<file path="config.mk">
export PLATFORM = sky130hd
export DESIGN_NAME = mcpu_mem_bridge
export DESIGN_NICKNAME = d
export VERILOG_FILES = /design/src/rtl/mcpu_mem_pkg.sv /design/src/rtl/mcpu_mem_timeout.sv /design/src/rtl/mcpu_mem_bridge.sv
export SDC_FILE = /design/constraint.sdc
export NUM_CORES = 1
export LEC_CHECK = 0
export ABC_AREA = 0
export BUFFER_PORTS_ARGS = -buffer_cell sky130_fd_sc_hd__buf_2
export CAP_MARGIN = 15
export CORE_ASPECT_RATIO = 0.6
export CORE_MARGIN = 2
export CORE_UTILIZATION = 46
export CTS_CLUSTER_DIAMETER = 200
export DETAILED_ROUTE_END_ITERATION = 10
export GPL_TIMING_DRIVEN = 0
export PLACE_DENSITY = 0.76
export REMOVE_ABC_BUFFERS = 1
export SLEW_MARGIN = 20
export SYNTH_ARGS = -nofsm -noshare
export SYNTH_HDL_FRONTEND = slang
export SYNTH_SLANG_ARGS = --single-unit
</file>
<file path="constraint.sdc">
create_clock -name clk -period 2.3 [get_ports clk]
set_clock_uncertainty 0.2 [all_clocks]
set_input_delay 0.23 -clock clk [delete_from_list [all_inputs] [get_ports clk]]
set_output_delay 0.23 -clock clk [all_outputs]
set_load 0.01 [all_outputs]
</file>
<file path="src/rtl/mcpu_mem_pkg.sv">
// Shared types and constants for the CPU-to-memory bridge.
package mcpu_mem_pkg;

    localparam int ADDR_W = 32;
    localparam int DATA_W = 32;

    // Value cpu_rdata takes out of reset.
    localparam logic [DATA_W-1:0] RDATA_RST = '0;

    typedef enum logic [1:0] {
        IDLE,
        REQ,
        WAIT_R,
        DONE
    } state_e;

endpackage

</file>
<file path="src/rtl/mcpu_mem_timeout.sv">
// Per-transaction watchdog: 8-bit counter with clear, count-enable and an
// expire flag that is raised on the TIMEOUT-th enabled cycle.
module mcpu_mem_timeout #(
    parameter int TIMEOUT = 255
) (
    input  logic clk,
    input  logic reset,
    input  logic clr,
    input  logic en,
    output logic expire
);

    localparam logic [7:0] LIMIT = 8'(TIMEOUT - 1);

    logic [7:0] cnt_q, cnt_d;

    // Clear wins over count; saturate so a stuck enable can never wrap.
    always_comb begin
        cnt_d = cnt_q;
        if (clr) begin
            cnt_d = '0;
        end else if (en && cnt_q != 8'hFF) begin
            cnt_d = cnt_q + 8'd1;
        end
    end

    // Counter register.
    always_ff @(posedge clk or negedge reset) begin
        if (!reset) cnt_q <= '0;
        else        cnt_q <= cnt_d;
    end

    // The cycle holding count TIMEOUT-1 is the last one allowed.
    assign expire = en && (cnt_q >= LIMIT);

endmodule

</file>
<file path="src/rtl/mcpu_mem_bridge.sv">
// CPU-to-memory bridge: turns a level CPU request into a valid/ready memory
// request plus an optional read response, with alignment and timeout errors.
// Optional one-entry posted-write buffer: define MCPU_MEM_WRITE_BUFFER_EN.
module mcpu_mem_bridge
    import mcpu_mem_pkg::*;
#(
    parameter int TIMEOUT = 255
) (
    input  logic              clk,
    input  logic              reset,
    input  logic              cpu_req,
    input  logic              cpu_we,
    input  logic [ADDR_W-1:0] cpu_addr,
    input  logic [DATA_W-1:0] cpu_wdata,
    output logic [DATA_W-1:0] cpu_rdata,
    output logic              cpu_done,
    output logic              cpu_err,
    output logic              cpu_stall,
    output logic              mem_valid,
    input  logic              mem_ready,
    output logic              mem_we,
    output logic [ADDR_W-1:0] mem_addr,
    output logic [DATA_W-1:0] mem_wdata,
    input  logic              mem_rvalid,
    input  logic [DATA_W-1:0] mem_rdata
);

    state_e              state_q, state_d;
    logic                err_q, err_d;
    logic [DATA_W-1:0]   rdata_q, rdata_d;
    logic                mem_valid_q, mem_valid_d;
    logic                mem_we_q, mem_we_d;
    logic [ADDR_W-1:0]   mem_addr_q, mem_addr_d;
    logic [DATA_W-1:0]   mem_wdata_q, mem_wdata_d;
    logic                to_clr, to_en, to_expire;
    logic                buf_busy;

`ifdef MCPU_MEM_WRITE_BUFFER_EN
    // buf_q: a posted write is still draining on the memory channel.
    // pend_err_q: a drain timed out; reported on the next completion.
    logic buf_q, buf_d;
    logic pend_err_q, pend_err_d;
    assign buf_busy = buf_q;
`else
    assign buf_busy = 1'b0;
`endif

    // One watchdog serves both the FSM and the write drain; they never overlap
    // because IDLE refuses new requests while the buffer is occupied.
    mcpu_mem_timeout #(.TIMEOUT(TIMEOUT)) u_timeout (
        .clk    (clk),
        .reset  (reset),
        .clr    (to_clr),
        .en     (to_en),
        .expire (to_expire)
    );

    // Next-state, request-channel and completion-status logic.
    always_comb begin
        state_d     = state_q;
        err_d       = err_q;
        rdata_d     = rdata_q;
        mem_valid_d = mem_valid_q;
        mem_we_d    = mem_we_q;
        mem_addr_d  = mem_addr_q;
        mem_wdata_d = mem_wdata_q;
        to_clr      = 1'b0;
        to_en       = 1'b0;
`ifdef MCPU_MEM_WRITE_BUFFER_EN
        buf_d       = buf_q;
        pend_err_d  = pend_err_q;
        if (buf_q) begin
            to_en = 1'b1;
            if (mem_ready) begin
                mem_valid_d = 1'b0;
                buf_d       = 1'b0;
            end else if (to_expire) begin
                mem_valid_d = 1'b0;
                buf_d       = 1'b0;
                pend_err_d  = 1'b1;
            end
        end
`endif
        case (state_q)
            IDLE: begin
                err_d = 1'b0;
                if (cpu_req && !buf_busy) begin
                    if (cpu_addr[1:0] != 2'b00) begin
                        state_d = DONE;
                        err_d   = 1'b1;
                    end else begin
                        mem_valid_d = 1'b1;
                        mem_we_d    = cpu_we;
                        mem_addr_d  = cpu_addr;
                        mem_wdata_d = cpu_wdata;
                        to_clr      = 1'b1;
                        state_d     = REQ;
`ifdef MCPU_MEM_WRITE_BUFFER_EN
                        // Posted write: complete now, drain in the background.
                        if (cpu_we) begin
                            buf_d   = 1'b1;
                            state_d = DONE;
                        end
`endif
                    end
                end
            end
            REQ: begin
                // A handshake in the expiring cycle still counts as accepted.
                to_en = 1'b1;
                if (mem_ready) begin
                    mem_valid_d = 1'b0;
                    state_d     = mem_we_q ? DONE : WAIT_R;
                end else if (to_expire) begin
                    mem_valid_d = 1'b0;
                    err_d       = 1'b1;
                    state_d     = DONE;
                end
            end
            WAIT_R: begin
                to_en = 1'b1;
                if (mem_rvalid) begin
                    rdata_d = mem_rdata;
                    state_d = DONE;
                end else if (to_expire) begin
                    err_d   = 1'b1;
                    state_d = DONE;
                end
            end
            DONE: begin
                state_d = IDLE;
`ifdef MCPU_MEM_WRITE_BUFFER_EN
                pend_err_d = 1'b0;
`endif
            end
            default: state_d = IDLE;
        endcase
`ifdef MCPU_MEM_WRITE_BUFFER_EN
        if (state_d == DONE && state_q != DONE) begin
            err_d = err_d | pend_err_q;
        end
`endif
    end

    // State and request-channel registers.
    always_ff @(posedge clk or negedge reset) begin
        if (!reset) begin
            state_q     <= IDLE;
            err_q       <= 1'b0;
            rdata_q     <= RDATA_RST;
            mem_valid_q <= 1'b0;
            mem_we_q    <= 1'b0;
            mem_addr_q  <= '0;
            mem_wdata_q <= '0;
        end else begin
            state_q     <= state_d;
            err_q       <= err_d;
            rdata_q     <= rdata_d;
            mem_valid_q <= mem_valid_d;
            mem_we_q    <= mem_we_d;
            mem_addr_q  <= mem_addr_d;
            mem_wdata_q <= mem_wdata_d;
        end
    end

`ifdef MCPU_MEM_WRITE_BUFFER_EN
    // Posted-write buffer status registers.
    always_ff @(posedge clk or negedge reset) begin
        if (!reset) begin
            buf_q      <= 1'b0;
            pend_err_q <= 1'b0;
        end else begin
            buf_q      <= buf_d;
            pend_err_q <= pend_err_d;
        end
    end
`endif

    assign cpu_done  = (state_q == DONE);
    assign cpu_err   = cpu_done && err_q;
    // Gated by reset so every output reads 0 while reset is held.
    assign cpu_stall = reset && cpu_req && !cpu_done;
    assign cpu_rdata = rdata_q;
    assign mem_valid = mem_valid_q;
    assign mem_we    = mem_we_q;
    assign mem_addr  = mem_addr_q;
    assign mem_wdata = mem_wdata_q;

endmodule

</file>
==> results of run 1 <==
[path summary, 6_finish.rpt]
kind                                 endpoint  slack, ns  cells after the start
worst max-delay path             mem_addr[16]       0.10                      8
worst min-delay path                mem_valid       0.06                      3
worst max register to register   mem_addr[16]       0.10                      8
worst min register to register  cpu_rdata[26]       0.30                      1
max in group asynchronous       mem_wdata[12]       1.06                      3
min in group asynchronous        mem_addr[19]       0.21                      2
[layout by cell type (no fill, tap or decap), types with 2 or more instances in the layout]
master	synthesis	routed
dfrtp_1	109	107
inv_8	0	2
ha_1	7	6
nor2b_1	3	3
dfrtp_2	0	2
buf_4	2	3
nand2_1	7	6
nor2_1	11	11
a21oi_1	2	2
dlygate4sd3_1	0	97
clkinv_4	0	2
buf_2	8	201
xnor2_1	4	4
nand3_1	2	2
nand4_1	2	2
clkbuf_16	0	10
buf_16	0	2
o31ai_1	3	3
mux2_2	96	96
o21ai_0	4	4
inv_1	7	7
[cell families (layout without fill, tap and decap cells)]
group | after synthesis | count (layout) | share of synthesized area (%)
flip-flops | 109 | 109 | 62.66
buffers and inverters | 18 | 330 | 2.127
other | 0 | 1 | 0
AO/OA/AOI/OAI | 19 | 19 | 3.220
multiplexers | 97 | 97 | 25.06
adder cells (fa/ha/maj) | 7 | 7 | 2.012
XOR/XNOR | 5 | 5 | 1.006
AND/OR/NAND/NOR | 33 | 33 | 3.910
[metal layers]
layer  vias up  routed length, um  global-route usage [%]
met1      1716               4872                   28.93
li1       1637                  -                       -
met4         0                196                   7.419
met2       128               6119                   41.57
met5         -                  0                       0
met3        19                775                   7.345
[registers in the layout (all words and copies together), names as in the netlist]
register / flops
cpu_rdata: 32
mem_addr: 32
mem_wdata: 32
u_timeout.cnt_q: 8
state_q: 2
err_q: 1
mem_valid: 1
mem_we: 1
[worst min-delay path, stage by stage]
cell	delay [ns]
buf_2	0.13
o22ai_1	0.08
o2bb2ai_1	0.12
[power by group]
part | internal, mW | leakage, nW | total [mW] | switching (mW)
clock | 0.869 | 0.151 | 1.59 | 0.723
sequential | 2.86 | 1.32 | 3.44 | 0.576
combinational | 1.75 | 1.90 | 3.32 | 1.56
[cell type report]
class	count	area, um^2
diodes	1	2.502
inverters	7	26.28
repair buffers	307	2126
fillers	613	2280
flip-flops and latches	109	2730
well taps	130	162.7
clock buffers	10	229.0
clock inverters	6	78.83
multi-input cells	161	1554
[metrics by stage]
stage                     hold slack, ns  setup TNS, ns  worst slack, ns
after floorplan                  -0.2656        -150.44           -2.079
after global placement            0.2616        -293.90           -3.362
after detailed placement         0.01982         -21.75          -0.6562
after CTS                        0.03745              0       0.00009304
after global routing             0.07807              0        0.0009854
final                            0.05616              0           0.1023
[repair_timing]
action,in CTS,in global routing
resized for setup,5,3
hold buffers,97,0
hold endpoints to repair,149,0
setup buffers,2,1
pin swaps,1,1
endpoints found under the setup margin,56,28
cloned,0,1
==> summary.json, run 1 <==
{
  "run_status": {"value": "completed"},
  "rsz0062_at_grt": {"value": "false"},
  "design.final.nets": {"value": 704},
  "synth_top_flop_cell": {"value": "dfrtp_1"},
  "yosys-top-cells-area": {"value": "dfrtp_1 63%, mux2_2 25%, ha_1 2.0%, nor2_1 0.95%, buf_2 0.92%"},
  "grt_first_pass_wirelength": {"value": 18950, "unit": "um"},
  "postRouteAntennaNets": {"value": 0},
  "gate_family_responsible_for_the_most_delay_along_the_worst_path": {"value": "buffers and inverters"},
  "yosysTopAreaCell": {"value": "dfrtp_1"},
  "drt_via_density": {"value": 4.788},
  "drt_pre_antenna_iters": {"value": 6},
  "critical_path_peak_fanout": {"value": 19},
  "stdcell_area": {"value": 6909, "unit": "um^2"},
  "clkTransAtPathRegs": {"value": 0.07, "unit": "ns"},
  "critPathMaxStageDelay": {"value": 0.46, "unit": "ns"},
  "power-per-cell-area": {"value": 1208, "unit": "nW/um^2"},
  "mappedNetlistArea": {"value": 4353, "unit": "um^2"},
  "vdd_drop_max": {"value": 680.9, "unit": "uV"},
  "maxSlewHeadroom": {"value": 48.37, "unit": "%"},
  "placed_cell_area": {"value": 5559, "unit": "um^2"},
  "clock-sinks": {"value": 109},
  "yosys.cell_count.top_type": {"value": "dfrtp_1"},
  "num_vias": {"value": 3500},
  "syn-instance-count": {"value": 288},
  "cell_types_with_the_highest_counts_after_synthesis": {"value": "109 x dfrtp_1, 96 x mux2_2, 11 x nor2_1, 8 x buf_2"},
  "dp_hpwl": {"value": 7298, "unit": "um"},
  "final_max_slew_viol_count": {"value": 0},
  "gp_routability_congestion": {"value": 0.8448},
  "grt.overflow.total": {"value": 0},
  "initial_utilization": {"value": 47.37, "unit": "%"},
  "final-hold-violation-count": {"value": 0},
  "holdCritStartpoint": {"value": "mem_ready"},
  "globalRouteTotalUtil": {"value": 24.00, "unit": "%"},
  "antenna_found_initial": {"value": 1},
  "dpl.cell_count": {"value": 614},
  "arrival": {"value": 2.23, "unit": "ns"},
  "yosysWarnings": {"value": 0},
  "tritoncts.num_buffers": {"value": 9},
  "first_global_vias": {"value": 3813},
  "power.leakage": {"value": 3.363, "unit": "nW"},
  "timing.final.setup_violations": {"value": 0},
  "detail_route.drc_violations": {"value": 0},
  "worstPathRequired": {"value": 2.33, "unit": "ns"},
  "synth.avg_cell_area": {"value": 15.11, "unit": "um^2"},
  "timing.critical_path.from": {"value": "state_q[0]"},
  "fmax": {"value": 455.0, "unit": "MHz"},
  "drv_cap": {"value": 0},
  "io_buffers": {"value": 202},
  "wire_per_inst": {"value": 16.37, "unit": "um"},
  "timing.setup.critical_path_class": {"value": "reg -> reg"},
  "clock_tree.htree_level_count": {"value": 3},
  "cts_tree": {"value": "done"},
  "worst_min_delay_path_category": {"value": "in -> reg"},
  "total_power": {"value": 8.348, "unit": "mW"},
  "cts_max_path_buffers": {"value": 2},
  "areaGrowthSynthToFinish": {"value": 58.72, "unit": "%"},
  "clock_insertion_delay_worst_skew": {"value": 0.34, "unit": "ns"},
  "netlist.area_leader.share": {"value": 62.66, "unit": "%"},
  "synth.yosys.seq_area_share": {"value": 62.66, "unit": "%"},
  "postLayoutCoreUtil": {"value": 75.19, "unit": "%"},
  "design.core.area": {"value": 9189, "unit": "um^2"},
  "fraction_of_final_layout_cells_with_drive_strength_greater_than_1": {"value": 54.67, "unit": "%"},
  "finalCritPeriodShare": {"value": 95.55, "unit": "%"},
  "cp-end-kind": {"value": "flop"},
  "die_area": {"value": 10280, "unit": "um^2"},
  "actual_transition_at_the_worst_max_transition_pin": {"value": 0.7717, "unit": "ns"},
  "worstPathCellList": {"value": "inv_1 > ha_4 > nand2_1 > nor3_4 > buf_8 > buf_16 > buf_12 > mux2_2"},
  "clk_root_buffer_cell": {"value": "clkbuf_16"},
  "synth_seq_cells": {"value": 109},
  "finish.cell_count_without_fillers": {"value": 731},
  "layout_min_cycle_time": {"value": 2.198, "unit": "ns"},
  "chipHeight": {"value": 79.35, "unit": "um"},
  "critPathSlowestCell": {"value": "dfrtp_2"},
  "crit-reg2reg-launch": {"value": "state_q[0]"},
  "grt_start_max_net_pins": {"value": 57},
  "top_level_pins": {"value": 203},
  "placementRows": {"value": 27},
  "initialDrtViolationCount": {"value": 91},
  "finalWirelength": {"value": 11960, "unit": "um"},
  "synth-async-reset-ratio": {"value": 100.0, "unit": "%"},
  "timing.critical_path.from_type": {"value": "flop"},
  "yosys.cell_types.count": {"value": 35},
  "floorplan.die.width": {"value": 129.6, "unit": "um"},
  "path_buf_inv": {"value": 4},
  "synth-edff-count": {"value": 0}
}
Note: power is estimated with default switching activity, not from simulation.
==> inputs of run 2 (changes only) <==
Settings changed: BUFFER_PORTS_ARGS -buffer_cell sky130_fd_sc_hd__buf_2 to default, CORE_UTILIZATION 46 to 35, DONT_BUFFER_PORTS from default to 1, PLACE_DENSITY 0.76 to 0.46.
==> run 2 against run 1 <==
  * The flow now finishes with violations (hold timing)
  * Worst setup slack better by 0.015 ns
  * Combinational power decreased by 47%
  * Sequential cell count unchanged
  * Sequential share of layout area increased by 7.0 points
  * Clock power down 7%
  * Count of clock-buffer cells in the layout stayed put
  * Die area increased by 30%
  * Fmax rose by 0.71%
  * Via count down 23%
  * Non-clock buffer count decreased by 201
  * Core utilization down 27 points
  * Sequential power increased by 16%
  * Critical path type unchanged
==> summary.json, run 2 (same netlist as run 1, synthesis figures left out) <==
{
  "run_status": {"value": "finished, violations left"},
  "failed_checks": {"value": "hold timing"},
  "top_level_pins": {"value": 203},
  "io_buffers": {"value": 0},
  "power.leakage": {"value": 2.510, "unit": "nW"},
  "final-hold-violation-count": {"value": 109},
  "timing.critical_path.from_type": {"value": "flop"},
  "layout.cells.most_common_list": {"value": "107 x dfrtp_1, 98 x dlygate4sd3_1, 96 x mux2_2"},
  "drt_pre_antenna_iters": {"value": 4},
  "depth_of_the_most_critical_reg_to_reg_path": {"value": 8},
  "nFillCells": {"value": 1033},
  "holdBufCountCts": {"value": 98},
  "finalWirelength": {"value": 9915, "unit": "um"},
  "final_max_slew_viol_count": {"value": 0},
  "antenna_found_initial": {"value": 0},
  "design.core.area": {"value": 12100, "unit": "um^2"},
  "first_global_vias": {"value": 2881},
  "clock-sinks": {"value": 109},
  "areaGrowthSynthToFinish": {"value": 34.84, "unit": "%"},
  "die_area": {"value": 13370, "unit": "um^2"},
  "dp_hpwl": {"value": 6262, "unit": "um"},
  "gp_routability_congestion": {"value": 0.7093},
  "chipHeight": {"value": 90.39, "unit": "um"},
  "hold_ws": {"value": -0.6235, "unit": "ns"},
  "grt_first_pass_wirelength": {"value": 15860, "unit": "um"},
  "crit-reg2reg-launch": {"value": "state_q[1]"},
  "grt.overflow.total": {"value": 0},
  "drv_cap": {"value": 0},
  "setup_slack": {"value": 0.1177, "unit": "ns"},
  "power-per-cell-area": {"value": 1233, "unit": "nW/um^2"},
  "placementRows": {"value": 31},
  "detail_route.drc_violations": {"value": 0},
  "critical_path_peak_fanout": {"value": 14},
  "clock_tree.htree_level_count": {"value": 3},
  "dpl.cell_count": {"value": 447},
  "r2r_end": {"value": "mem_addr[31]"},
  "fmax": {"value": 458.2, "unit": "MHz"},
  "initial_utilization": {"value": 35.97, "unit": "%"},
  "timing.final.setup_violations": {"value": 0},
  "tritoncts.num_buffers": {"value": 9},
  "grt_start_max_net_pins": {"value": 111},
  "clkTransAtPathRegs": {"value": 0.08, "unit": "ns"},
  "pre_cts_ws": {"value": -0.3392, "unit": "ns"},
  "globalRouteTotalUtil": {"value": 15.24, "unit": "%"},
  "actual_transition_at_the_worst_max_transition_pin": {"value": 0.8121, "unit": "ns"},
  "floorplan.die.width": {"value": 148.0, "unit": "um"},
  "arrival": {"value": 2.22, "unit": "ns"},
  "num_vias": {"value": 2711},
  "cp-end-kind": {"value": "flop"},
  "timing.setup.critical_path_class": {"value": "reg -> reg"},
  "wire_per_inst": {"value": 17.55, "unit": "um"},
  "worst_min_delay_path_category": {"value": "in -> async"},
  "finish.cell_count_without_fillers": {"value": 565},
  "design.final.nets": {"value": 503},
  "cts_tree": {"value": "done"},
  "rrSetupSlack": {"value": 0.12, "unit": "ns"},
  "layout_min_cycle_time": {"value": 2.182, "unit": "ns"},
  "fraction_of_final_layout_cells_with_drive_strength_greater_than_1": {"value": 31.58, "unit": "%"},
  "worstPathRequired": {"value": 2.34, "unit": "ns"},
  "clk_root_buffer_cell": {"value": "clkbuf_16"},
  "critical_path.endpoint": {"value": "mem_addr[31]"},
  "postRouteAntennaNets": {"value": 0},
  "cts_max_path_buffers": {"value": 2},
  "finalCritPeriodShare": {"value": 94.88, "unit": "%"},
  "rsz0062_at_grt": {"value": "false"},
  "clock_insertion_delay_worst_skew": {"value": 0.34, "unit": "ns"},
  "initialDrtViolationCount": {"value": 99},
  "maxSlewHeadroom": {"value": 45.67, "unit": "%"},
  "timing.critical_path.from": {"value": "state_q[1]"},
  "vdd_drop_max": {"value": 470.7, "unit": "uV"},
  "most_frequent_standard_cell_in_the_layout_excluding_fill_and_tap_cells": {"value": "dfrtp_1"},
  "drt_via_density": {"value": 4.798}
}
## run 2: final cells by class
type                            count  area, um^2  area share (%)
Timing Repair Buffer              106        1079           18.38
Clock inverter                      6       52.55          0.8953
Tap cell                          165       206.4           3.517
Inverter                            7       26.28          0.4477
Sequential cell                   109        2730           46.51
Multi-Input combinational cell    161        1544           26.31
Clock buffer                       10       229.0           3.901
Antenna cell                        1       2.502         0.04263
## run 2: power breakdown
group / switching [mW] / total [mW] / internal, mW
combinational: 0.650 / 1.76 / 1.11
sequential: 1.13 / 4.00 / 2.87
clock: 0.724 / 1.48 / 0.756
## run 2: what timing repair did
action	CTS	global route
pin swaps	1	1
gates resized for setup	1	2
endpoints found under the setup margin	27	49
setup buffers	2	1
hold endpoints to repair	207	109
## run 2: worst min-delay path by stage
| stage | from | to | slack, ns | cells past startpoint |
|---|---|---|---|---|
| 6_report | reset | mem_wdata[1] | -0.62 | 0 |
| 5_1_grt | reset | mem_wdata[1] | -0.65 | 0 |
| 4_1_cts | reset | mem_addr[27] | -0.65 | 0 |
| 3_5_place_dp | reset | mem_wdata[1] | -0.26 | 0 |
| 3_3_place_gp | reset | mem_wdata[1] | -0.26 | 0 |
| 2_1_floorplan | reset | cpu_rdata[0] | -0.27 | 0 |
## run 2: critical path, stage by stage (launching register included)
cell	delay [ns]
dfrtp_2	0.44
inv_1	0.10
ha_2	0.22
nand2_1	0.09
nor3_4	0.20
buf_8	0.15
buf_8	0.15
buf_8	0.17
mux2_2	0.35
## run 2: through the flow
stage / setup TNS (ns) / util [%] / total power, mW / instance area, um^2
floorplan: -150.44 / - / 5.153 / 4287
global placement: -283.36 / 37.13 / 5.597 / 4493
detailed placement: -6.502 / 37.82 / 5.624 / 4577
CTS: 0 / 48.39 / 7.309 / 5856
global route: 0 / 48.48 / 7.716 / 5867
finish: 0 / 48.50 / 7.235 / 5869
## run 2: metal layers
metal  wire length, um  vias to the layer above  global-route usage [%]
met5                 0                        -                       0
met4               108                        0                   4.841
met3               841                        9                   6.869
met2              4825                      108                   23.88
met1              4139                     1367                   18.91
li1                  -                     1227                       -
